--- config.mk ---
export PLATFORM = sky130hd
export DESIGN_NAME = rom_line_prefetch_flat
export DESIGN_NICKNAME = d
export VERILOG_FILES = /design/src/rtl/rom_line_prefetch_pkg.sv /design/src/rtl/rom_line_prefetch_if.sv /design/src/rtl/rom_line_prefetch_line_buf.sv /design/src/rtl/rom_line_prefetch.sv /design/src/flat_wrapper.sv
export SDC_FILE = /design/constraint.sdc
export NUM_CORES = 1
export LEC_CHECK = 0
export ABC_AREA = 0
export ABC_CLOCK_PERIOD_IN_PS = 3000
export CAP_MARGIN = 20
export CORE_AREA = 2 2 295 297
export DETAILED_ROUTE_END_ITERATION = 12
export DIE_AREA = 0 0 297 299
export PLACE_DENSITY = 0.66
export SYNTH_ARGS = -nofsm -noshare
export SYNTH_HDL_FRONTEND = slang
export SYNTH_SLANG_ARGS = --single-unit
--- constraint.sdc ---
create_clock -name clk -period 3 [get_ports clk]
set_input_delay 0.45 -clock clk [delete_from_list [all_inputs] [get_ports clk]]
set_output_delay 0.45 -clock clk [all_outputs]
set_load 0.01 [all_outputs]
--- src/rtl/rom_line_prefetch_pkg.sv ---
// Shared definitions for the image-ROM line prefetcher.
//   IMG_ADDR_W / IMG_DATA_W : ROM address and data widths
//   IMG_COLS / IMG_ROWS     : image geometry (64x64 bytes)
//   pf_state_t              : prefetch FSM states
//   in_window()             : 16-bit unsigned window test, start <= pos < start+span
package rom_line_prefetch_pkg;

    localparam int IMG_ADDR_W = 12;
    localparam int IMG_DATA_W = 8;
    localparam int IMG_COLS   = 64;
    localparam int IMG_ROWS   = 64;

    typedef enum logic [1:0] {
        IDLE  = 2'd0,
        FETCH = 2'd1,
        DRAIN = 2'd2,
        READY = 2'd3
    } pf_state_t;

    function automatic logic in_window(input logic [15:0] pos,
                                       input logic [15:0] start,
                                       input logic [15:0] span);
        logic [15:0] stop;
        stop = start + span;
        return (pos >= start) && (pos < stop);
    endfunction

endpackage

--- src/rtl/rom_line_prefetch_if.sv ---
// ROM and host read bus of the line prefetcher.
//   rom_ad/rom_ce/rom_data          : single-port image ROM, 1-cycle read latency
//   host_req/host_addr              : host read request, held until granted
//   host_gnt/host_rvalid/host_rdata : grant pulse and read data one cycle later
// master = prefetcher side, slave = ROM + host side.
interface rom_line_prefetch_if;
    import rom_line_prefetch_pkg::*;

    logic [IMG_ADDR_W-1:0] rom_ad;
    logic                  rom_ce;
    logic [IMG_DATA_W-1:0] rom_data;
    logic                  host_req;
    logic [IMG_ADDR_W-1:0] host_addr;
    logic                  host_gnt;
    logic                  host_rvalid;
    logic [IMG_DATA_W-1:0] host_rdata;

    modport master (
        output rom_ad, rom_ce, host_gnt, host_rvalid, host_rdata,
        input  rom_data, host_req, host_addr
    );

    modport slave (
        input  rom_ad, rom_ce, host_gnt, host_rvalid, host_rdata,
        output rom_data, host_req, host_addr
    );

endinterface

--- src/rtl/rom_line_prefetch_line_buf.sv ---
// Double-buffered line store: two 64x8 banks, one write port, one registered
// read port. The bank select bit forms the top address bit.
//   clk                       : clock
//   wr_en/wr_bank/wr_addr/wr_data : write port
//   rd_bank/rd_addr           : read address, rd_data valid next cycle
module rom_line_prefetch_line_buf
    import rom_line_prefetch_pkg::*;
(
    input  logic                  clk,
    input  logic                  wr_en,
    input  logic                  wr_bank,
    input  logic [5:0]            wr_addr,
    input  logic [IMG_DATA_W-1:0] wr_data,
    input  logic                  rd_bank,
    input  logic [5:0]            rd_addr,
    output logic [IMG_DATA_W-1:0] rd_data
);

    logic [IMG_DATA_W-1:0] mem [0:2*IMG_COLS-1];

    always_ff @(posedge clk) begin
        if (wr_en) begin
            mem[{wr_bank, wr_addr}] <= wr_data;
        end
        rd_data <= mem[{rd_bank, rd_addr}];
    end

endmodule

--- src/rtl/rom_line_prefetch.sv ---
// Fetches the image row needed by the next display line into the back half of
// a double-buffered line store, swaps halves at line start, and serves the
// current line's pixels from the front half. Host reads share the ROM when
// the prefetcher is idle.
//   clk, rst (async, active high)
//   x, y          : pixel / line counters
//   bus (master)  : ROM port and host read port
//   pix_data/pix_valid : registered image byte and window flag
//   busy          : FSM not IDLE
//   underrun      : sticky, line start reached while a fetch was in flight
module rom_line_prefetch
    import rom_line_prefetch_pkg::*;
#(
    parameter logic [15:0] START_X     = 16'd16,
    parameter logic [15:0] START_Y     = 16'd16,
    parameter int          SCALE_SHIFT = 2,
    parameter logic [15:0] FETCH_X     = 16'd500
)(
    input  logic                  clk,
    input  logic                  rst,
    input  logic [15:0]           x,
    input  logic [15:0]           y,
    rom_line_prefetch_if.master   bus,
    output logic [IMG_DATA_W-1:0] pix_data,
    output logic                  pix_valid,
    output logic                  busy,
    output logic                  underrun
);

    localparam logic [15:0] IMG_SPAN = 16'(IMG_COLS << SCALE_SHIFT);

    pf_state_t state, state_nxt;

    logic [15:0]           y_next;
    logic [5:0]            col, row_next;
    logic                  x_in, y_in, yn_in;
    logic                  trigger, line_start, front_hit, start_fetch;
    logic [5:0]            k, fetch_row;
    logic                  front_sel, back_sel;
    logic [1:0][5:0]       tag;
    logic [1:0]            tag_vld;
    logic                  wr_en_q;
    logic [5:0]            wr_addr_q;
    logic                  rvalid_q;
    logic                  pix_on_q;
    logic [IMG_DATA_W-1:0] rd_data;
    logic                  rom_ce_c, host_gnt_c;
    logic [IMG_ADDR_W-1:0] rom_ad_c;

    // Window and index maths; the row index is for the line after this one.
    assign y_next     = y + 16'd1;
    assign col        = 6'((x - START_X) >> SCALE_SHIFT);
    assign row_next   = 6'((y_next - START_Y) >> SCALE_SHIFT);
    assign x_in       = in_window(x, START_X, IMG_SPAN);
    assign y_in       = in_window(y, START_Y, IMG_SPAN);
    assign yn_in      = in_window(y_next, START_Y, IMG_SPAN);
    assign trigger    = (x == FETCH_X) && yn_in;
    assign line_start = (x == 16'd0);
    assign back_sel   = ~front_sel;
    assign front_hit  = tag_vld[front_sel] && (tag[front_sel] == row_next);
    assign start_fetch = (state == IDLE) && trigger && !front_hit;

    // State register
    always_ff @(posedge clk or posedge rst) begin
        if (rst) begin
            state <= IDLE;
        end else begin
            state <= state_nxt;
        end
    end

    // Next state
    always_comb begin
        state_nxt = state;
        case (state)
            IDLE:    if (start_fetch) state_nxt = FETCH;
            FETCH:   if (k == 6'd63) state_nxt = DRAIN;
            DRAIN:   state_nxt = READY;
            READY:   if (line_start) state_nxt = IDLE;
            default: state_nxt = IDLE;
        endcase
    end

    // Outputs: ROM port belongs to the fetch, otherwise to the host when no
    // trigger is pending in this cycle.
    always_comb begin
        rom_ce_c   = 1'b0;
        rom_ad_c   = '0;
        host_gnt_c = 1'b0;
        case (state)
            FETCH: begin
                rom_ce_c = 1'b1;
                rom_ad_c = {fetch_row, k};
            end
            IDLE: begin
                if (bus.host_req && !trigger) begin
                    host_gnt_c = 1'b1;
                    rom_ce_c   = 1'b1;
                    rom_ad_c   = bus.host_addr;
                end
            end
            default: ;
        endcase
    end

    assign busy = (state != IDLE);

    // Counter, tags, buffer select and registered side paths
    always_ff @(posedge clk or posedge rst) begin
        if (rst) begin
            k         <= '0;
            fetch_row <= '0;
            front_sel <= 1'b0;
            tag       <= '0;
            tag_vld   <= '0;
            underrun  <= 1'b0;
            wr_en_q   <= 1'b0;
            wr_addr_q <= '0;
            rvalid_q  <= 1'b0;
            pix_on_q  <= 1'b0;
            pix_valid <= 1'b0;
        end else begin
            // ROM data arrives one cycle after the address: write lags by one.
            wr_en_q   <= (state == FETCH);
            wr_addr_q <= k;
            rvalid_q  <= host_gnt_c;

            if (start_fetch) begin
                fetch_row         <= row_next;
                k                 <= '0;
                tag_vld[back_sel] <= 1'b0;
            end else if (state == FETCH) begin
                k <= k + 6'd1;
            end

            if (state == DRAIN) begin
                tag[back_sel]     <= fetch_row;
                tag_vld[back_sel] <= 1'b1;
            end

            if (line_start) begin
                if (state == READY) begin
                    front_sel <= ~front_sel;
                end else if (state == FETCH || state == DRAIN) begin
                    underrun <= 1'b1;
                end
            end

            pix_valid <= x_in && y_in;
            pix_on_q  <= x_in && y_in && tag_vld[front_sel];
        end
    end

    rom_line_prefetch_line_buf u_line_buf (
        .clk     (clk),
        .wr_en   (wr_en_q),
        .wr_bank (back_sel),
        .wr_addr (wr_addr_q),
        .wr_data (bus.rom_data),
        .rd_bank (front_sel),
        .rd_addr (col),
        .rd_data (rd_data)
    );

    assign pix_data        = pix_on_q ? rd_data : '0;
    assign bus.rom_ce      = rom_ce_c;
    assign bus.rom_ad      = rom_ad_c;
    assign bus.host_gnt    = host_gnt_c;
    assign bus.host_rvalid = rvalid_q;
    assign bus.host_rdata  = rvalid_q ? bus.rom_data : '0;

endmodule
--- src/flat_wrapper.sv ---
// flat-port wrapper written by rule: the top's interface ports become plain ports
module rom_line_prefetch_flat import rom_line_prefetch_pkg::*;
#(
    parameter logic [15:0] START_X     = 16'd16,
    parameter logic [15:0] START_Y     = 16'd16,
    parameter int          SCALE_SHIFT = 2,
    parameter logic [15:0] FETCH_X     = 16'd500
)
  (clk, rst, x, y, pix_data, pix_valid, busy, underrun, bus_rom_ad, bus_rom_ce, bus_host_gnt, bus_host_rvalid, bus_host_rdata, bus_rom_data, bus_host_req, bus_host_addr);
  rom_line_prefetch_if bus_i ();
  input  logic clk;
  input  logic rst;
  input  logic [15:0] x;
  input  logic [15:0] y;
  output logic [IMG_DATA_W-1:0] pix_data;
  output logic pix_valid;
  output logic busy;
  output logic underrun;
  output wire logic [$bits(bus_i.rom_ad)-1:0] bus_rom_ad;
  output wire logic [$bits(bus_i.rom_ce)-1:0] bus_rom_ce;
  output wire logic [$bits(bus_i.host_gnt)-1:0] bus_host_gnt;
  output wire logic [$bits(bus_i.host_rvalid)-1:0] bus_host_rvalid;
  output wire logic [$bits(bus_i.host_rdata)-1:0] bus_host_rdata;
  input wire logic [$bits(bus_i.rom_data)-1:0] bus_rom_data;
  input wire logic [$bits(bus_i.host_req)-1:0] bus_host_req;
  input wire logic [$bits(bus_i.host_addr)-1:0] bus_host_addr;
  assign bus_rom_ad = bus_i.rom_ad;
  assign bus_rom_ce = bus_i.rom_ce;
  assign bus_host_gnt = bus_i.host_gnt;
  assign bus_host_rvalid = bus_i.host_rvalid;
  assign bus_host_rdata = bus_i.host_rdata;
  assign bus_i.rom_data = bus_rom_data;
  assign bus_i.host_req = bus_host_req;
  assign bus_i.host_addr = bus_host_addr;
  rom_line_prefetch #(.START_X(START_X), .START_Y(START_Y), .SCALE_SHIFT(SCALE_SHIFT), .FETCH_X(FETCH_X)) u_core (.clk(clk), .rst(rst), .x(x), .y(y), .bus(bus_i), .pix_data(pix_data), .pix_valid(pix_valid), .busy(busy), .underrun(underrun));
endmodule
---- Yosys cells after proc, flatten, opt, wreduce, memory -nomap -nowiden ----
Memory sizes are Yosys's and may differ from the RTL's. A register that Yosys moved wholly into a read port is not among the register bits.
Index checks and enable logic that the tools add are counted.
operators by class
  $add $sub $neg .......................... 4
  $lt $le $gt $ge ......................... 9
  eq/ne operators ......................... 9
  multiplexer cells ....................... 26
  bitwise operators ....................... 5
  reductions and logical operators ........ 21
operators by type and width
  cell                                                          number
  >= comparator 16 x 5 -> 1 bit (second input constant)         3
  less-than comparator 16 x 9 -> 1 bit (second input constant)  3
  two-way mux 6 bit                                             5
  case mux 12 bit (2 select lines)                              1
  adder 16 x 1 -> 16 bit (second input constant)                1
  equality test 16 x 9 -> 1 bit (second input constant)         1
  zero test 16 bit                                              1
  two-way mux 8 bit                                             2
  subtractor 8 x 5 -> 8 bit (second input constant)             2
  bitwise mux 12 bit                                            1
  two-way mux 12 bit                                            1
  logical AND 1 bit                                             11
  two-way mux 2 bit                                             5
  case mux 2 bit (4 select lines)                               1
  two-way mux 1 bit                                             7
  adder 6 x 1 -> 6 bit (second input constant)                  1
  demux 6 bit (select 1 bit)                                    1
  equality test 6 bit                                           1
  equality test 6 bit (second input constant)                   1
  inequality test 2 x 1 -> 1 bit (second input constant)        3
  AND reduction 3 bit                                           2
  equality test 2 bit (second input constant)                   2
  less-than comparator 1 x 2 -> 1 bit (second input constant)   2
  nonzero test 2 bit                                            2
  other kinds (12)                                              14
storage, ports and cells
  register bits after elaboration ......... 40
  RAM bits ................................ 1,024
  memories kept ........................... 1
memories
  name                   words  bits a word  read ports  clocked after memory_dff  write ports  RTL line                          RTL
  u_core.u_line_buf.mem  128    8            1           1                         1            rom_line_prefetch_line_buf.sv:19  logic [IMG_DATA_W-1:0] mem [0:2*IMG_COLS-1];

---- Longest topological paths before layout ----
Gate-level depths: netlist of run 1.
  depth in word-level cells ............... 10
  depth in mapped cells ................... 14

---- Cells and area by module ----
A second synthesis of run 1 with hierarchy kept.
second synthesis, totals
  cells, all modules ...................... 1,873
  area total of the unflattened synthesis .. 42,131.7 um2
modules (own cells, without submodules)
  module                      instances  cells each  area an instance (um2)
  rom_line_prefetch_line_buf  1          1,635       39,665.5
  rom_line_prefetch           1          238         2,466.1

---- Least setup slack after synthesis of run 1 ----
OpenSTA, ideal clock, no wires.
  path kind ............................... input-to-reg
  start point ............................. input x[4]
  end point ............................... register u_core.u_line_buf.rd_data[3], read port of u_core.u_line_buf.mem
  setup time .............................. 0.122 ns
  arrival ................................. 3.273 ns
  required time ........................... 2.878 ns
  slack ................................... -0.395 ns
  stages .................................. 12
  path buffers ............................ 5
  cell sequence ........................... buf_2 -> buf_2 -> inv_1 -> clkbuf_1 -> buf_2 -> ha_1 -> xor2_1 -> buf_2 -> mux4_2 -> a2111oi_2 -> a21oi_1 -> o311a_1
between the ends
  word-level cells in the longest chain between the ends .. 1
ends and longest elaborated chain
  element                    RTL line                          RTL
  start, declared            flat_wrapper.sv:13                input logic [15:0] x;
  subtractor 8 x 5 -> 8 bit  rom_line_prefetch.sv:52           assign col = 6'((x - START_X) >> SCALE_SHIFT);
  end, declared              rom_line_prefetch_line_buf.sv:16  output logic [IMG_DATA_W-1:0] rd_data
Every way passes these cells.
A chain may end at the register's enable or synchronous reset.

---- Final worst setup path of run 1 ----
  start point ............................. input y[3]
  end point ............................... output bus_rom_ad[5]
between the ends
  word-level cells in the longest chain between the ends .. 8
ends and longest elaborated chain
  element                                                                                RTL line                     RTL
  start, declared                                                                        flat_wrapper.sv:14           input logic [15:0] y;
  adder 16 x 1 -> 16 bit *                                                               rom_line_prefetch.sv:51      assign y_next = y + 16'd1;
  >= comparator 16 x 5 -> 1 bit or less-than comparator 16 x 9 -> 1 bit (tied branches)  rom_line_prefetch_pkg.sv:25  return (pos >= start) && (pos < stop);
  logical AND 1 bit *                                                                    rom_line_prefetch_pkg.sv:25
  logical AND 1 bit *                                                                    rom_line_prefetch.sv:57      assign trigger = (x == FETCH_X) && yn_in;
  zero test 1 bit *                                                                      rom_line_prefetch.sv:96      if (bus.host_req && !trigger) begin
  logical AND 1 bit *                                                                    rom_line_prefetch.sv:96
  two-way mux 12 bit *                                                                   rom_line_prefetch.sv:96
  case mux 12 bit (2 select lines) *                                                     rom_line_prefetch.sv:90      case (state)
  end, declared                                                                          flat_wrapper.sv:19           output wire logic [$bits(bus_i.rom_ad)-1:0] bus_rom_ad;
Every way passes the cells marked *; elsewhere a longest branch is shown, timed or not.

==> report_table.html, run 1 <==
<table>
<tr><th>Metric</th><th>Value</th></tr>
<tr><th colspan="2">Finish</th></tr>
<tr><td>Final nets</td><td>2521</td></tr>
<tr><td>Synthesis-to-layout area growth</td><td>19.5%</td></tr>
<tr><td>Layout Cells excl Fill</td><td>3703</td></tr>
<tr><td>Fraction of final layout cells with drive strength greater than 1</td><td>33.4%</td></tr>
<tr><th colspan="2">Synthesis</th></tr>
<tr><td>Number of enable-type register cells in the synthesized netlist</td><td>1024</td></tr>
<tr><td>Synthesized netlist cell count</td><td>2045</td></tr>
<tr><td>Portion of the post-synthesis area used by sequential elements</td><td>75.2%</td></tr>
<tr><td>Average footprint of a synthesized cell</td><td>20.7 µm²</td></tr>
<tr><td>Post-synth net total</td><td>2111</td></tr>
<tr><td>Number of register bits inferred by synthesis</td><td>1072</td></tr>
<tr><td>Total standard cell area after synthesis</td><td>42400 µm²</td></tr>
<tr><td>Warnings, synthesis</td><td>0</td></tr>
<tr><td>Async set or reset register ratio after synthesis</td><td>3.73%</td></tr>
<tr><td>Top flip-flop cell by instance count after synthesis</td><td>edfxtp_1</td></tr>
<tr><td>Library cells used by synthesis</td><td>64</td></tr>
<tr><th colspan="2">Route</th></tr>
<tr><td>Total length of routed wires</td><td>107000 µm</td></tr>
<tr><td>Total DRC errors in the routed layout</td><td>0</td></tr>
<tr><td>Wirelength per Cell</td><td>28.8 µm</td></tr>
<tr><td>Remaining number of nets flagged by the antenna check after routing</td><td>0</td></tr>
<tr><td>Length of the first detailed-routing pass in iterations</td><td>6</td></tr>
<tr><td>Detailed-route via count</td><td>22.4k</td></tr>
<tr><td>Average via count per standard cell</td><td>6.05</td></tr>
<tr><td>Starting DRC count in detailed routing</td><td>2904</td></tr>
<tr><th colspan="2">Setup path</th></tr>
<tr><td>Critical path data arrival time</td><td>2.58 ns</td></tr>
<tr><td>Length in cells of the worst reg-to-reg path</td><td>8</td></tr>
<tr><td>Maximum single-stage delay on the critical path</td><td>0.27 ns</td></tr>
<tr><td>Category of the worst setup path launch point</td><td>input pin</td></tr>
<tr><td>Category of the most critical setup path</td><td>in2out</td></tr>
<tr><td>CP Max Fanout</td><td>7</td></tr>
<tr><td>Required time of the worst setup path</td><td>2.55 ns</td></tr>
<tr><td>CP Depth</td><td>13</td></tr>
<tr><td>Crit path buf inv count</td><td>5</td></tr>
<tr><td>CP max-delay cell</td><td>a2111oi_4</td></tr>
<tr><td>Crit. Startpoint</td><td>y[3]</td></tr>
<tr><td>Critical Path Sink Type</td><td>output port</td></tr>
<tr><td>List of cells traversed by the critical path</td><td>buf_6 -&gt; and4_4 -&gt; buf_6 -&gt; xnor2_4 -&gt; ha_4 -&gt; inv_4 -&gt; a2111oi_4 -&gt; nor4_4 -&gt; nor4_4 -&gt; nor2_4 -&gt; clkbuf_16 -&gt; a22o_1 -&gt; buf_2</td></tr>
<tr><td>Top cell family by delay on the critical path</td><td>simple AND/OR/NAND/NOR gates</td></tr>
<tr><td>FF-to-FF Start</td><td>u_core.front_sel</td></tr>
<tr><th colspan="2">Place</th></tr>
<tr><td>Gpl congestion</td><td>0.858</td></tr>
<tr><td>Cell count after placement</td><td>3491</td></tr>
<tr><td>Port Buffers</td><td>88</td></tr>
<tr><td>Placed wire-length estimate</td><td>67200 µm</td></tr>
<tr><th colspan="2">STA</th></tr>
<tr><td>Worst Max-Slew Pin Slew</td><td>0.849 ns</td></tr>
<tr><td>Maximum clock skew at final layout</td><td>0.0221 ns</td></tr>
<tr><td>Least setup slack across all paths after layout</td><td>-0.0253 ns</td></tr>
<tr><td>Final setup violation count</td><td>3</td></tr>
<tr><td>Time the worst path needs with I/O delays and setup</td><td>3.03 ns</td></tr>
<tr><td>Hold Vio Cnt, Final</td><td>0</td></tr>
<tr><td>Final Hold Slack</td><td>0.0995 ns</td></tr>
<tr><td>Worst rel slew slack</td><td>43.3%</td></tr>
<tr><td>Setup repair after global routing missed its margin</td><td>yes</td></tr>
<tr><td>Share of the cycle needed by the critical path after routing</td><td>101%</td></tr>
<tr><td>Highest attainable clock frequency</td><td>331 MHz</td></tr>
<tr><td>Max Transition Viols Final</td><td>0</td></tr>
<tr><th colspan="2">Global route</th></tr>
<tr><td>Met2 Resource Use GR</td><td>38.8%</td></tr>
<tr><td>Aggregate global routing overflow</td><td>0</td></tr>
<tr><td>Layer with the highest usage</td><td>met2</td></tr>
<tr><td>Overall routing resource usage</td><td>24.2%</td></tr>
<tr><td>Largest net degree at the start of global routing</td><td>129</td></tr>
<tr><td>Number of global-route vias before repair</td><td>22.9k</td></tr>
<tr><td>Global routing usage on met3</td><td>4.14%</td></tr>
<tr><td>GRT met1 Usage</td><td>34.5%</td></tr>
<tr><td>Number of antenna violations at the first check in global routing</td><td>1</td></tr>
<tr><td>Wire length of the first global-routing pass</td><td>157000 µm</td></tr>
<tr><th colspan="2">Die</th></tr>
<tr><td>Vert. Die Dim</td><td>299 µm</td></tr>
<tr><td>Starting utilization of the core area</td><td>49.4%</td></tr>
<tr><td>Die Area</td><td>88800 µm²</td></tr>
<tr><td>Boundary Pins</td><td>89</td></tr>
<tr><td>Core Region</td><td>85900 µm²</td></tr>
<tr><td>Floorplan die width</td><td>297 µm</td></tr>
<tr><td>Number of rows in the core area</td><td>108</td></tr>
<tr><th colspan="2">Run status</th></tr>
<tr><td>Run status</td><td>finished with violations</td></tr>
<tr><td>Violations in the final reports</td><td>negative setup slack</td></tr>
<tr><th colspan="2">CTS</th></tr>
<tr><td>Clock tree from TritonCTS</td><td>built</td></tr>
<tr><td>Longest Clk Path Bufs</td><td>3</td></tr>
<tr><td>H-tree levels</td><td>3</td></tr>
<tr><td>Clock transition at the registers of the reported paths</td><td>0.06 ns</td></tr>
<tr><td>CTS sink cnt</td><td>1072</td></tr>
<tr><td>Number of buffers created by CTS</td><td>105</td></tr>
<tr><td>Clock latency on the worst-skew pair</td><td>0.67 ns</td></tr>
<tr><td>Clock root buffer</td><td>clkbuf_16</td></tr>
<tr><th colspan="2">Power and ir drop</th></tr>
<tr><td>Worst vdd rail ir drop</td><td>0.491 mV</td></tr>
<tr><td>LEAKAGE</td><td>16.8 nW</td></tr>
<tr><td>Ratio of total power to cell area</td><td>671 nW/µm²</td></tr>
<tr><th colspan="2">Run</th></tr>
<tr><td>Maximum Capacitance Violations</td><td>0</td></tr>
<tr><th colspan="2">Min path</th></tr>
<tr><td>Start point of the worst min-delay path</td><td>bus_rom_data[1]</td></tr>
<tr><td>Number of stages on the worst hold path</td><td>1</td></tr>
<tr><td>Hold Path Class</td><td>in2reg</td></tr>
</table>
## report_power, final
part / switching [mW] / internal, mW
clock: 5.68 / 8.06
sequential: 0.263 / 16.7
combinational: 2.01 / 1.34
## state kept, by name (all words and copies together) (netlist names), named ones only
register and flops:
u_core.u_line_buf.rd_data 8, u_core.k 6, u_core.bus.host_rvalid 1, u_core.tag 12
u_core.wr_addr_q 6, u_core.wr_en_q 1, u_core.pix_on_q 1, u_core.underrun 1
u_core.front_sel 1, u_core.pix_valid 1, u_core.state 2, u_core.u_line_buf.mem 1024
u_core.fetch_row 6
## stage by stage
step | setup TNS [ns] | utilization [%] | total power, mW | instance area, µm² | worst slack (ns)
after detailed placement | -23.74 | 54.5 | 20.6 | 46900 | -1.04
final | -0.0498 | 59.0 | 34.0 | 50700 | -0.0253
after floorplan | -0.0957 | - | 18.8 | 42500 | -0.0522
after global routing | -0.526 | 59.0 | 35.0 | 50700 | -0.0719
after global placement | -22.12 | 54.5 | 20.5 | 46900 | -0.987
after CTS | 0 | 58.9 | 34.2 | 50600 | 0.00878
## synthesized netlist by cell type (7+ instances only)
cell / count / share of area (%)
nor2_1: 153 / 1.4
nor3_1: 10 / 0.12
and2_1: 23 / 0.34
ha_1: 11 / 0.32
dfxtp_1: 8 / 0.38
nand3_1: 22 / 0.26
o221ai_1: 11 / 0.23
a22oi_1: 22 / 0.39
a211oi_1: 10 / 0.18
o22ai_1: 16 / 0.24
xnor2_1: 8 / 0.17
inv_1: 12 / 0.11
buf_2: 29 / 0.34
clkbuf_1: 37 / 0.33
dfrtp_1: 40 / 2.4
nor4_1: 7 / 0.10
a22o_1: 15 / 0.31
buf_4: 25 / 0.44
nand2_1: 67 / 0.59
buf_6: 9 / 0.24
a21oi_1: 19 / 0.22
nand4_1: 13 / 0.19
mux2i_1: 54 / 1.3
nor2b_1: 15 / 0.22
mux4_2: 270 / 14
o21ai_0: 7 / 0.083
edfxtp_1: 1024 / 72
mux2_2: 16 / 0.42
xor2_1: 11 / 0.23
buf_1: 8 / 0.071
## cells by family after synthesis
group                    synth area share, %
flip-flops                              75.2
AO/OA/AOI/OAI                           2.40
XOR/XNOR                               0.605
AND/OR/NAND/NOR                         3.68
buffers and inverters                   1.57
multiplexers                            16.2
adder cells (fa/ha/maj)                0.324
## what timing repair did
| action | 4_1_cts | 5_1_grt |
|---|---|---|
| endpoints found under the hold margin | 0 | 0 |
| resized for setup | 108 | 13 |
| setup buffers | 9 | 2 |
| setup endpoints to repair | 14 | 14 |
| pin swaps | 11 | 5 |
| gates cloned | 1 | 0 |
| hold buffers | 0 | 0 |
## area by class of cell
cell class	count	area (µm²)
antenna	1	2.50
timing repair buffer	412	3610
sequential	1072	31900
fill	6248	35300
tap	1155	1450
multi-input combinational	852	10000
clock inverter	80	920
inverter	12	50.0
clock buffer	119	2700
## cells in the final DEF, fill, tap and decap left out, types with 11 or more instances in the layout
cell             count
bufinv_16           18
nor2_1             150
dfrtp_1             40
clkinvlp_4          11
clkdlybuf4s50_1     50
o22ai_1             16
nand4_1             13
clkinv_2            23
clkbuf_16          106
buf_2               14
mux2i_1             53
buf_4              300
a22o_1              15
nor2b_1             14
buf_12              30
clkbuf_1            12
a21oi_1             18
nand2_1             66
and2_1              22
clkinv_1            18
o221ai_1            11
a22oi_1             22
mux4_2             270
mux2_2              16
nand3_1             22
edfxtp_1          1024
## final timing paths
path	slack, ns	end
max in group asynchronous	2.18	u_core.pix_valid
min in group asynchronous	0.27	u_core.bus.host_rvalid
hold reg to reg	0.49	u_core.wr_addr_q[1]
setup / recovery	-0.03	bus_rom_ad[5]
setup reg to reg	0.48	u_core.fetch_row[2]
hold / removal	0.1	u_core.u_line_buf.mem[81][1]
## metal layers
| metal | vias to the layer above | part of all wire (%) |
|---|---|---|
| met4 | 0 | 2.8 |
| li1 | 9292 | - |
| met1 | 11800 | 40 |
| met5 | - | 0 |
| met2 | 1201 | 48 |
| met3 | 169 | 8.9 |
Power figures use the tool's default switching activity.
==> run 2: changes to the inputs <==
--- a/config.mk
+++ b/config.mk
@@ -9,6 +9,7 @@
 export ABC_CLOCK_PERIOD_IN_PS = 3000
 export CAP_MARGIN = 20
 export CORE_AREA = 2 2 295 297
+export CTS_CLUSTER_DIAMETER = 100
 export DETAILED_ROUTE_END_ITERATION = 12
 export DIE_AREA = 0 0 297 299
 export PLACE_DENSITY = 0.66
==> constraint.sdc (replaced) <==
create_clock -name clk -period 3 [get_ports clk]
set_input_delay 0.6 -clock clk [delete_from_list [all_inputs] [get_ports clk]]
set_output_delay 0.6 -clock clk [all_outputs]
set_load 0.01 [all_outputs]
==> run 2 against run 1 <==
Register-to-register slack got worse by 0.10 ns. Combinational power increased by 2%. Critical path depth increased by 1. Count of clock-buffer cells in the layout increased by 12. The flow still finishes with violations (negative setup slack). Clock skew increased by 0.0034 ns. Die area unchanged. Largest power group unchanged.
==> report_table.html, run 2 (synthesized netlist as in run 1, its figures left out) <==
<table>
<tr><th>Metric</th><th>Value</th></tr>
<tr><th colspan="2">Run status</th></tr>
<tr><td>Run status</td><td>finished with violations</td></tr>
<tr><td>Violations in the final reports</td><td>negative setup slack</td></tr>
<tr><th colspan="2">Setup path</th></tr>
<tr><td>Most frequent CP cell</td><td>buf_6</td></tr>
<tr><td>Length in cells of the worst reg-to-reg path</td><td>5 (-3)</td></tr>
<tr><td>Required time of the worst setup path</td><td>2.40 ns (-0.15 ns)</td></tr>
<tr><td>Maximum single-stage delay on the critical path</td><td>0.38 ns (+0.11 ns)</td></tr>
<tr><td>Category of the worst setup path launch point</td><td>input pin</td></tr>
<tr><td>Critical Path Sink Type</td><td>output port</td></tr>
<tr><td>CP max-delay cell</td><td>nor4_4</td></tr>
<tr><td>List of cells traversed by the critical path</td><td>buf_6 -&gt; and4_4 -&gt; buf_6 -&gt; xnor2_4 -&gt; ha_4 -&gt; inv_4 -&gt; buf_6 -&gt; a2111oi_4 -&gt; nor4_4 -&gt; nor4_4 -&gt; nor2_4 -&gt; clkbuf_16 -&gt; or2_4 -&gt; buf_6</td></tr>
<tr><td>Critical path data arrival time</td><td>2.86 ns (+0.28 ns)</td></tr>
<tr><td>Category of the most critical setup path</td><td>in2out</td></tr>
<tr><td>CP Max Fanout</td><td>7 (unchanged)</td></tr>
<tr><th colspan="2">Finish</th></tr>
<tr><td>Layout Cells excl Fill</td><td>3740 (+1.0%)</td></tr>
<tr><td>Most frequent cells in the layout</td><td>edfxtp_1 (1024), buf_4 (341), mux4_2 (270)</td></tr>
<tr><td>Final nets</td><td>2562 (+1.6%)</td></tr>
<tr><td>Registers with the most flip-flops</td><td>u_core.u_line_buf.mem (1024), u_core.tag (12), u_core.u_line_buf.rd_data (8)</td></tr>
<tr><td>Synthesis-to-layout area growth</td><td>19.8%</td></tr>
<tr><td>Fraction of final layout cells with drive strength greater than 1</td><td>34.3% (+0.88 points)</td></tr>
<tr><td>Number of flip-flops under the largest register name</td><td>1024 (unchanged)</td></tr>
<tr><td>Final core occ</td><td>59.1% (+0.16 points)</td></tr>
<tr><td>Number of filler cells placed in the layout</td><td>6223 (-0.40%)</td></tr>
<tr><td>Most frequent standard cell in the layout excluding fill and tap cells</td><td>edfxtp_1</td></tr>
<tr><td>Register bank with the most flops</td><td>u_core.u_line_buf.mem</td></tr>
<tr><th colspan="2">CTS</th></tr>
<tr><td>Clock tree from TritonCTS</td><td>built</td></tr>
<tr><td>Longest Clk Path Bufs</td><td>3 (unchanged)</td></tr>
<tr><td>CTS sink cnt</td><td>1072 (unchanged)</td></tr>
<tr><td>Clock transition at the registers of the reported paths</td><td>0.06 ns (about the same)</td></tr>
<tr><td>H-tree levels</td><td>3 (unchanged)</td></tr>
<tr><td>Number of buffers created by CTS</td><td>105 (unchanged)</td></tr>
<tr><td>Clock latency on the worst-skew pair</td><td>0.68 ns (about the same)</td></tr>
<tr><td>Clock root buffer</td><td>clkbuf_16</td></tr>
<tr><th colspan="2">Route</th></tr>
<tr><td>Starting DRC count in detailed routing</td><td>2510 (-14%)</td></tr>
<tr><td>Length of the first detailed-routing pass in iterations</td><td>5 (-1)</td></tr>
<tr><td>Total length of routed wires</td><td>109000 µm (+1.9%)</td></tr>
<tr><td>Remaining number of nets flagged by the antenna check after routing</td><td>0 (unchanged)</td></tr>
<tr><td>Detailed-route via count</td><td>22.5k (+0.26%)</td></tr>
<tr><td>Average via count per standard cell</td><td>6.01 (-0.73%)</td></tr>
<tr><td>Wirelength per Cell</td><td>29.0 µm (+0.86%)</td></tr>
<tr><td>Total DRC errors in the routed layout</td><td>0 (unchanged)</td></tr>
<tr><th colspan="2">STA</th></tr>
<tr><td>Worst rel slew slack</td><td>36.2% (-7.1 points)</td></tr>
<tr><td>Max Transition Viols Final</td><td>0 (unchanged)</td></tr>
<tr><td>Setup repair after global routing missed its margin</td><td>yes</td></tr>
<tr><td>Maximum clock skew at final layout</td><td>0.0256 ns (+0.00341 ns)</td></tr>
<tr><td>Share of the cycle needed by the critical path after routing</td><td>115% (+14 points)</td></tr>
<tr><td>Time the worst path needs with I/O delays and setup</td><td>3.46 ns (+0.433 ns)</td></tr>
<tr><td>Least setup slack across all paths after layout</td><td>-0.459 ns (-0.433 ns)</td></tr>
<tr><td>Highest attainable clock frequency</td><td>289 MHz (-13%)</td></tr>
<tr><td>Final setup violation count</td><td>14 (+11)</td></tr>
<tr><td>Hold Vio Cnt, Final</td><td>0 (unchanged)</td></tr>
<tr><td>Worst Max-Slew Pin Slew</td><td>0.949 ns (+0.100 ns)</td></tr>
<tr><th colspan="2">Min path</th></tr>
<tr><td>Hold Path Class</td><td>in2reg</td></tr>
<tr><td>Number of stages on the worst hold path</td><td>1 (unchanged)</td></tr>
<tr><th colspan="2">Power and ir drop</th></tr>
<tr><td>PnR Total Power</td><td>33.5 mW (-1.5%)</td></tr>
<tr><td>Ratio of total power to cell area</td><td>659 nW/µm² (-1.8%)</td></tr>
<tr><td>LEAKAGE</td><td>17.0 nW (+0.85%)</td></tr>
<tr><td>Worst vdd rail ir drop</td><td>0.413 mV (-16%)</td></tr>
<tr><th colspan="2">Place</th></tr>
<tr><td>Setup slack at placement</td><td>-1.43 ns (-0.385 ns)</td></tr>
<tr><td>Cell count after placement</td><td>3515 (+0.69%)</td></tr>
<tr><td>Gpl congestion</td><td>0.874 (+1.9%)</td></tr>
<tr><td>Placed wire-length estimate</td><td>68300 µm (+1.6%)</td></tr>
<tr><td>Port Buffers</td><td>88 (unchanged)</td></tr>
<tr><th colspan="2">Global route</th></tr>
<tr><td>Largest net degree at the start of global routing</td><td>129 (unchanged)</td></tr>
<tr><td>Number of antenna violations at the first check in global routing</td><td>5 (+4)</td></tr>
<tr><td>Overall routing resource usage</td><td>24.6% (+0.41 points)</td></tr>
<tr><td>Number of global-route vias before repair</td><td>23.1k (+0.68%)</td></tr>
<tr><td>Aggregate global routing overflow</td><td>0 (unchanged)</td></tr>
<tr><td>Wire length of the first global-routing pass</td><td>158000 µm (+0.78%)</td></tr>
<tr><th colspan="2">Die</th></tr>
<tr><td>Vert. Die Dim</td><td>299 µm (unchanged)</td></tr>
<tr><td>Die Area</td><td>88800 µm² (unchanged)</td></tr>
<tr><td>Floorplan die width</td><td>297 µm (unchanged)</td></tr>
<tr><td>Starting utilization of the core area</td><td>49.4% (unchanged)</td></tr>
<tr><td>Boundary Pins</td><td>89 (unchanged)</td></tr>
<tr><td>Core Region</td><td>85900 µm² (unchanged)</td></tr>
<tr><td>Number of rows in the core area</td><td>108 (unchanged)</td></tr>
<tr><th colspan="2">Run</th></tr>
<tr><td>Maximum Capacitance Violations</td><td>0 (unchanged)</td></tr>
</table>
run 2: cell types whose count changed in the layout (fill, tap and decap cells not counted), sizes merged:
cell	previous run	this run
clkinvlp	11	7
clkinv	46	42
clkbuf	123	133
buf	351	398
bufinv	18	10
dlygate4sd2	5	1
run 2: metal layers:
| metal | vias to the layer above | global-route usage, % | wire length [µm] |
|---|---|---|---|
| met4 | 4 | 10.0 | 4600 |
| met5 | - | 0 | 23 |
| met3 | 229 | 5.37 | 9440 |
| met1 | 11800 | 33.4 | 42200 |
| li1 | 9371 | - | - |
| met2 | 1106 | 39.2 | 52300 |
run 2: worst paths after layout:
path | start | endpoint | slack [ns]
min in group asynchronous | rst | u_core.k[1] | 0.44
worst max register to register | u_core.front_sel | u_core.u_line_buf.mem[67][2] | 0.38
worst min register to register | u_core.k[1] | u_core.wr_addr_q[1] | 0.48
max in group asynchronous | rst | u_core.tag[9] | 2.04
worst max-delay path | y[0] | bus_rom_ce | -0.46
worst min-delay path | bus_rom_data[4] | u_core.u_line_buf.mem[115][4] | 0.17
run 2: what timing repair did:
action | CTS | global route
hold buffers | 0 | 0
endpoints found under the setup margin | 21 | 16
pin swaps | 14 | 11
endpoints found under the hold margin | 0 | 0
cloned | 1 | 0
setup buffers | 31 | 4
gates resized for setup | 130 | 8
run 2: area by class of cell:
cell class	instances	area (µm²)	area share [%]
inverter	12	47.5	0.0935
tap	1155	1450	2.84
clock buffer	131	2830	5.56
sequential	1072	31900	62.8
clock inverter	64	626	1.23
multi-input combinational	852	10100	19.8
antenna	1	2.50	0.00492
timing repair buffer	453	3920	7.71
run 2: critical path: cells and delay by family:
| kind | cells | cell delay, ns |
|---|---|---|
| buffers and inverters | 6 | 0.67 |
| adder cells (fa/ha/maj) | 1 | 0.17 |
| AO/OA/AOI/OAI | 1 | 0.26 |
| XOR/XNOR | 1 | 0.17 |
| AND/OR/NAND/NOR | 5 | 0.98 |
run 2: power breakdown:
| part | switching [mW] | internal [mW] | leakage, nW |
|---|---|---|---|
| sequential | 0.290 | 16.7 | 9.78 |
| combinational | 2.04 | 1.38 | 5.51 |
| clock | 5.57 | 7.56 | 1.68 |
run 2: metrics by stage:
step	area [µm²]	hold slack [ns]	setup TNS, ns
CTS	50800	0.143	-5.68
detailed placement	47100	0.461	-33.28
floorplan	42500	0.406	-2.63
global route	50800	0.151	-7.11
finish	50800	0.168	-5.82
global placement	47100	0.465	-31.37
==> run 3: changes to the inputs <==
--- a/config.mk
+++ b/config.mk
@@ -13,6 +13,7 @@
 export DETAILED_ROUTE_END_ITERATION = 12
 export DIE_AREA = 0 0 297 299
 export PLACE_DENSITY = 0.66
+export RECOVER_POWER = 100
 export SYNTH_ARGS = -nofsm -noshare
 export SYNTH_HDL_FRONTEND = slang
 export SYNTH_SLANG_ARGS = --single-unit
==> run 3 against run 2 <==
The run ends with max-capacitance violations, max-slew violations, negative setup slack left. Final cell count barely moved. Setup slack got worse by 0.0092 ns. Cell area is 0.23% lower. First-iteration DRC count shrank 7.3%. Clock skew up 0.0021 ns. Clock power is essentially flat. Critical path depth stayed put. Register-to-register slack better by 0.02 ns. Die area did not move. Maximum frequency is 0.27% lower. Combinational power hardly changed.
==> report_table.html, run 3 (synthesized netlist as in run 1, its figures left out) <==
<table>
<tr><th>Metric</th><th>Value</th></tr>
<tr><th colspan="2">STA</th></tr>
<tr><td>Share of the cycle needed by the critical path after routing</td><td>116% (+0.31 points)</td></tr>
<tr><td>Worst rel slew slack</td><td>-90.5% (-130 points)</td></tr>
<tr><td>Final setup violation count</td><td>15 (+1)</td></tr>
<tr><td>Hold Vio Cnt, Final</td><td>0 (unchanged)</td></tr>
<tr><td>Setup repair after global routing missed its margin</td><td>yes</td></tr>
<tr><td>Maximum clock skew at final layout</td><td>0.0276 ns (+0.00208 ns)</td></tr>
<tr><td>Worst Max-Slew Pin Slew</td><td>2.86 ns (+1.91 ns)</td></tr>
<tr><td>Time the worst path needs with I/O delays and setup</td><td>3.47 ns (+0.00923 ns)</td></tr>
<tr><td>Final Hold Slack</td><td>0.305 ns (+0.137 ns)</td></tr>
<tr><td>Least setup slack across all paths after layout</td><td>-0.468 ns (-0.00923 ns)</td></tr>
<tr><td>Highest attainable clock frequency</td><td>288 MHz (-0.27%)</td></tr>
<tr><td>Max Transition Viols Final</td><td>730 (+730)</td></tr>
<tr><th colspan="2">CTS</th></tr>
<tr><td>Longest Clk Path Bufs</td><td>3 (unchanged)</td></tr>
<tr><td>Clock latency on the worst-skew pair</td><td>0.69 ns (about the same)</td></tr>
<tr><td>Number of buffers created by CTS</td><td>105 (unchanged)</td></tr>
<tr><td>Clock root buffer</td><td>clkbuf_16</td></tr>
<tr><td>H-tree levels</td><td>3 (unchanged)</td></tr>
<tr><td>Clock transition at the registers of the reported paths</td><td>0.06 ns (about the same)</td></tr>
<tr><td>Count of hold buffers inserted by post-cts repair</td><td>0 (unchanged)</td></tr>
<tr><td>Clock tree from TritonCTS</td><td>built</td></tr>
<tr><td>CTS sink cnt</td><td>1072 (unchanged)</td></tr>
<tr><th colspan="2">Run</th></tr>
<tr><td>Maximum Capacitance Violations</td><td>8 (+8)</td></tr>
<tr><th colspan="2">Global route</th></tr>
<tr><td>Overall routing resource usage</td><td>24.6% (unchanged)</td></tr>
<tr><td>Largest net degree at the start of global routing</td><td>129 (unchanged)</td></tr>
<tr><td>Wire length of the first global-routing pass</td><td>158000 µm (unchanged)</td></tr>
<tr><td>Aggregate global routing overflow</td><td>0 (unchanged)</td></tr>
<tr><td>Number of global-route vias before repair</td><td>23.1k (unchanged)</td></tr>
<tr><td>Number of antenna violations at the first check in global routing</td><td>7 (+2)</td></tr>
<tr><th colspan="2">Die</th></tr>
<tr><td>Boundary Pins</td><td>89 (unchanged)</td></tr>
<tr><td>Starting utilization of the core area</td><td>49.4% (unchanged)</td></tr>
<tr><td>Number of rows in the core area</td><td>108 (unchanged)</td></tr>
<tr><td>Vert. Die Dim</td><td>299 µm (unchanged)</td></tr>
<tr><td>Die Area</td><td>88800 µm² (unchanged)</td></tr>
<tr><td>Floorplan die width</td><td>297 µm (unchanged)</td></tr>
<tr><td>Core Region</td><td>85900 µm² (unchanged)</td></tr>
<tr><th colspan="2">Finish</th></tr>
<tr><td>Registers with the most flip-flops</td><td>u_core.u_line_buf.mem (1024), u_core.tag (12), u_core.u_line_buf.rd_data (8)</td></tr>
<tr><td>Fraction of final layout cells with drive strength greater than 1</td><td>34.0% (-0.31 points)</td></tr>
<tr><td>Most frequent cells in the layout</td><td>edfxtp_1 (1024), buf_4 (325), mux4_2 (270)</td></tr>
<tr><td>Area taken by multi-input logic gates</td><td>10100 µm² (unchanged)</td></tr>
<tr><td>Layout Cells excl Fill</td><td>3742 (+0.053%)</td></tr>
<tr><td>Register bank with the most flops</td><td>u_core.u_line_buf.mem</td></tr>
<tr><td>Number of flip-flops under the largest register name</td><td>1024 (unchanged)</td></tr>
<tr><td>Most frequent standard cell in the layout excluding fill and tap cells</td><td>edfxtp_1</td></tr>
<tr><td>Final nets</td><td>2562 (unchanged)</td></tr>
<tr><td>Storage element area</td><td>31900 µm² (unchanged)</td></tr>
<tr><td>Number of filler cells placed in the layout</td><td>6243 (+0.32%)</td></tr>
<tr><td>Synthesis-to-layout area growth</td><td>19.5%</td></tr>
<tr><th colspan="2">Route</th></tr>
<tr><td>Length of the first detailed-routing pass in iterations</td><td>5 (unchanged)</td></tr>
<tr><td>Starting DRC count in detailed routing</td><td>2328 (-7.3%)</td></tr>
<tr><td>Remaining number of nets flagged by the antenna check after routing</td><td>0 (unchanged)</td></tr>
<tr><td>Wirelength per Cell</td><td>29.0 µm (about the same)</td></tr>
<tr><td>Detailed-route via count</td><td>22.5k (+0.11%)</td></tr>
<tr><td>Average via count per standard cell</td><td>6.01 (about the same)</td></tr>
<tr><td>Total length of routed wires</td><td>109000 µm (+0.12%)</td></tr>
<tr><td>Total DRC errors in the routed layout</td><td>0 (unchanged)</td></tr>
<tr><th colspan="2">Setup path</th></tr>
<tr><td>Critical path data arrival time</td><td>2.87 ns (about the same)</td></tr>
<tr><td>Category of the most critical setup path</td><td>in2out</td></tr>
<tr><td>Required time of the worst setup path</td><td>2.40 ns (about the same)</td></tr>
<tr><td>Critical Path Sink Type</td><td>output port</td></tr>
<tr><td>Category of the worst setup path launch point</td><td>input pin</td></tr>
<tr><td>CP Max Fanout</td><td>7 (unchanged)</td></tr>
<tr><th colspan="2">Power and ir drop</th></tr>
<tr><td>Worst vdd rail ir drop</td><td>0.415 mV (+0.51%)</td></tr>
<tr><td>Ratio of total power to cell area</td><td>661 nW/µm² (+0.25%)</td></tr>
<tr><td>LEAKAGE</td><td>16.9 nW (-0.33%)</td></tr>
<tr><th colspan="2">Run status</th></tr>
<tr><td>Run status</td><td>finished with violations</td></tr>
<tr><td>Violations in the final reports</td><td>max-capacitance violations, max-slew violations, negative setup slack</td></tr>
<tr><th colspan="2">Place</th></tr>
<tr><td>Placed wire-length estimate</td><td>68300 µm (unchanged)</td></tr>
<tr><td>Gpl congestion</td><td>0.874 (unchanged)</td></tr>
<tr><td>Cell count after placement</td><td>3515 (unchanged)</td></tr>
<tr><td>Port Buffers</td><td>88 (unchanged)</td></tr>
<tr><th colspan="2">Min path</th></tr>
<tr><td>Hold Path Class</td><td>in2reg</td></tr>
</table>
## run 3: changes by cell type in the layout (fill, tap and decap cells not counted)
| cell | change |
|---|---|
| clkbuf_4 | +1 |
| inv_1 | +1 |
| inv_2 | -1 |
| buf_4 | -16 |
| diode_2 | +2 |
| clkbuf_2 | +13 |
| buf_12 | -5 |
| clkbuf_1 | +7 |
| dlygate4sd3_1 | +2 |
| clkdlybuf4s50_1 | -2 |
## run 3: power breakdown
group / internal [mW] / total, mW / switching (mW)
combinational: 1.36 / 3.39 / 2.04
sequential: 16.7 / 17.0 / 0.291
clock: 7.56 / 13.1 / 5.57
total: 25.6 / 33.5 / 7.89
## run 3: cell type report
| type | instances | share of cell area [%] |
|---|---|---|
| clock buffers | 131 | 5.57 |
| clock inverters | 64 | 1.23 |
| flip-flops and latches | 1072 | 62.9 |
| inverters | 12 | 0.0938 |
| repair buffers | 453 | 7.48 |
| well taps | 1155 | 2.85 |
| diodes | 3 | 0.0148 |
| multi-input cells | 852 | 19.8 |
## run 3: layer usage
metal | global-route usage, % | share of wire, %
met2 | 39.2 | 48
met5 | 0 | 0.021
met4 | 10.0 | 4.1
met1 | 33.4 | 39
met3 | 5.37 | 8.8
## run 3: through the flow
stage                     total power, mW  utilization [%]  setup slack (ns)  cell area [µm²]  setup TNS [ns]
after CTS                            33.7             59.1            -0.411            50800           -5.68
after global routing                 34.5             59.0            -0.552            50700          -12.27
after detailed placement             20.6             54.8             -1.43            47100          -33.28
after global placement               20.5             54.8             -1.36            47100          -31.37
after floorplan                      18.8                -            -0.231            42500           -2.63
final                                33.5             59.0            -0.468            50700           -6.16
## run 3: final timing paths
kind | start | to | slack, ns | cells past startpoint
max reg2reg | u_core.front_sel | u_core.u_line_buf.mem[67][2] | 0.40 | 5
max | y[0] | bus_rom_ce | -0.47 | 14
max in group asynchronous | rst | u_core.tag[9] | 1.25 | 2
min in group asynchronous | rst | u_core.k[1] | 0.85 | 2
min | bus_rom_data[4] | u_core.u_line_buf.mem[115][4] | 0.30 | 1
min reg2reg | u_core.k[1] | u_core.wr_addr_q[1] | 0.48 | 0
## run 3: what timing repair did
item	4_1_cts	5_1_grt
pin swaps	14	11
buffers inserted	31	4
gates resized for setup	130	8
setup endpoints to repair	21	16
cloned	1	0
## run 3: worst max-delay path: stages
cell and delay, ns:
buf_6 0.09, and4_4 0.21, buf_6 0.13, xnor2_4 0.17, ha_4 0.17, inv_4 0.04, buf_6 0.11, a2111oi_4 0.27
nor4_4 0.08, nor4_4 0.37, nor2_4 0.10, clkbuf_16 0.18, or2_4 0.22, buf_6 0.12
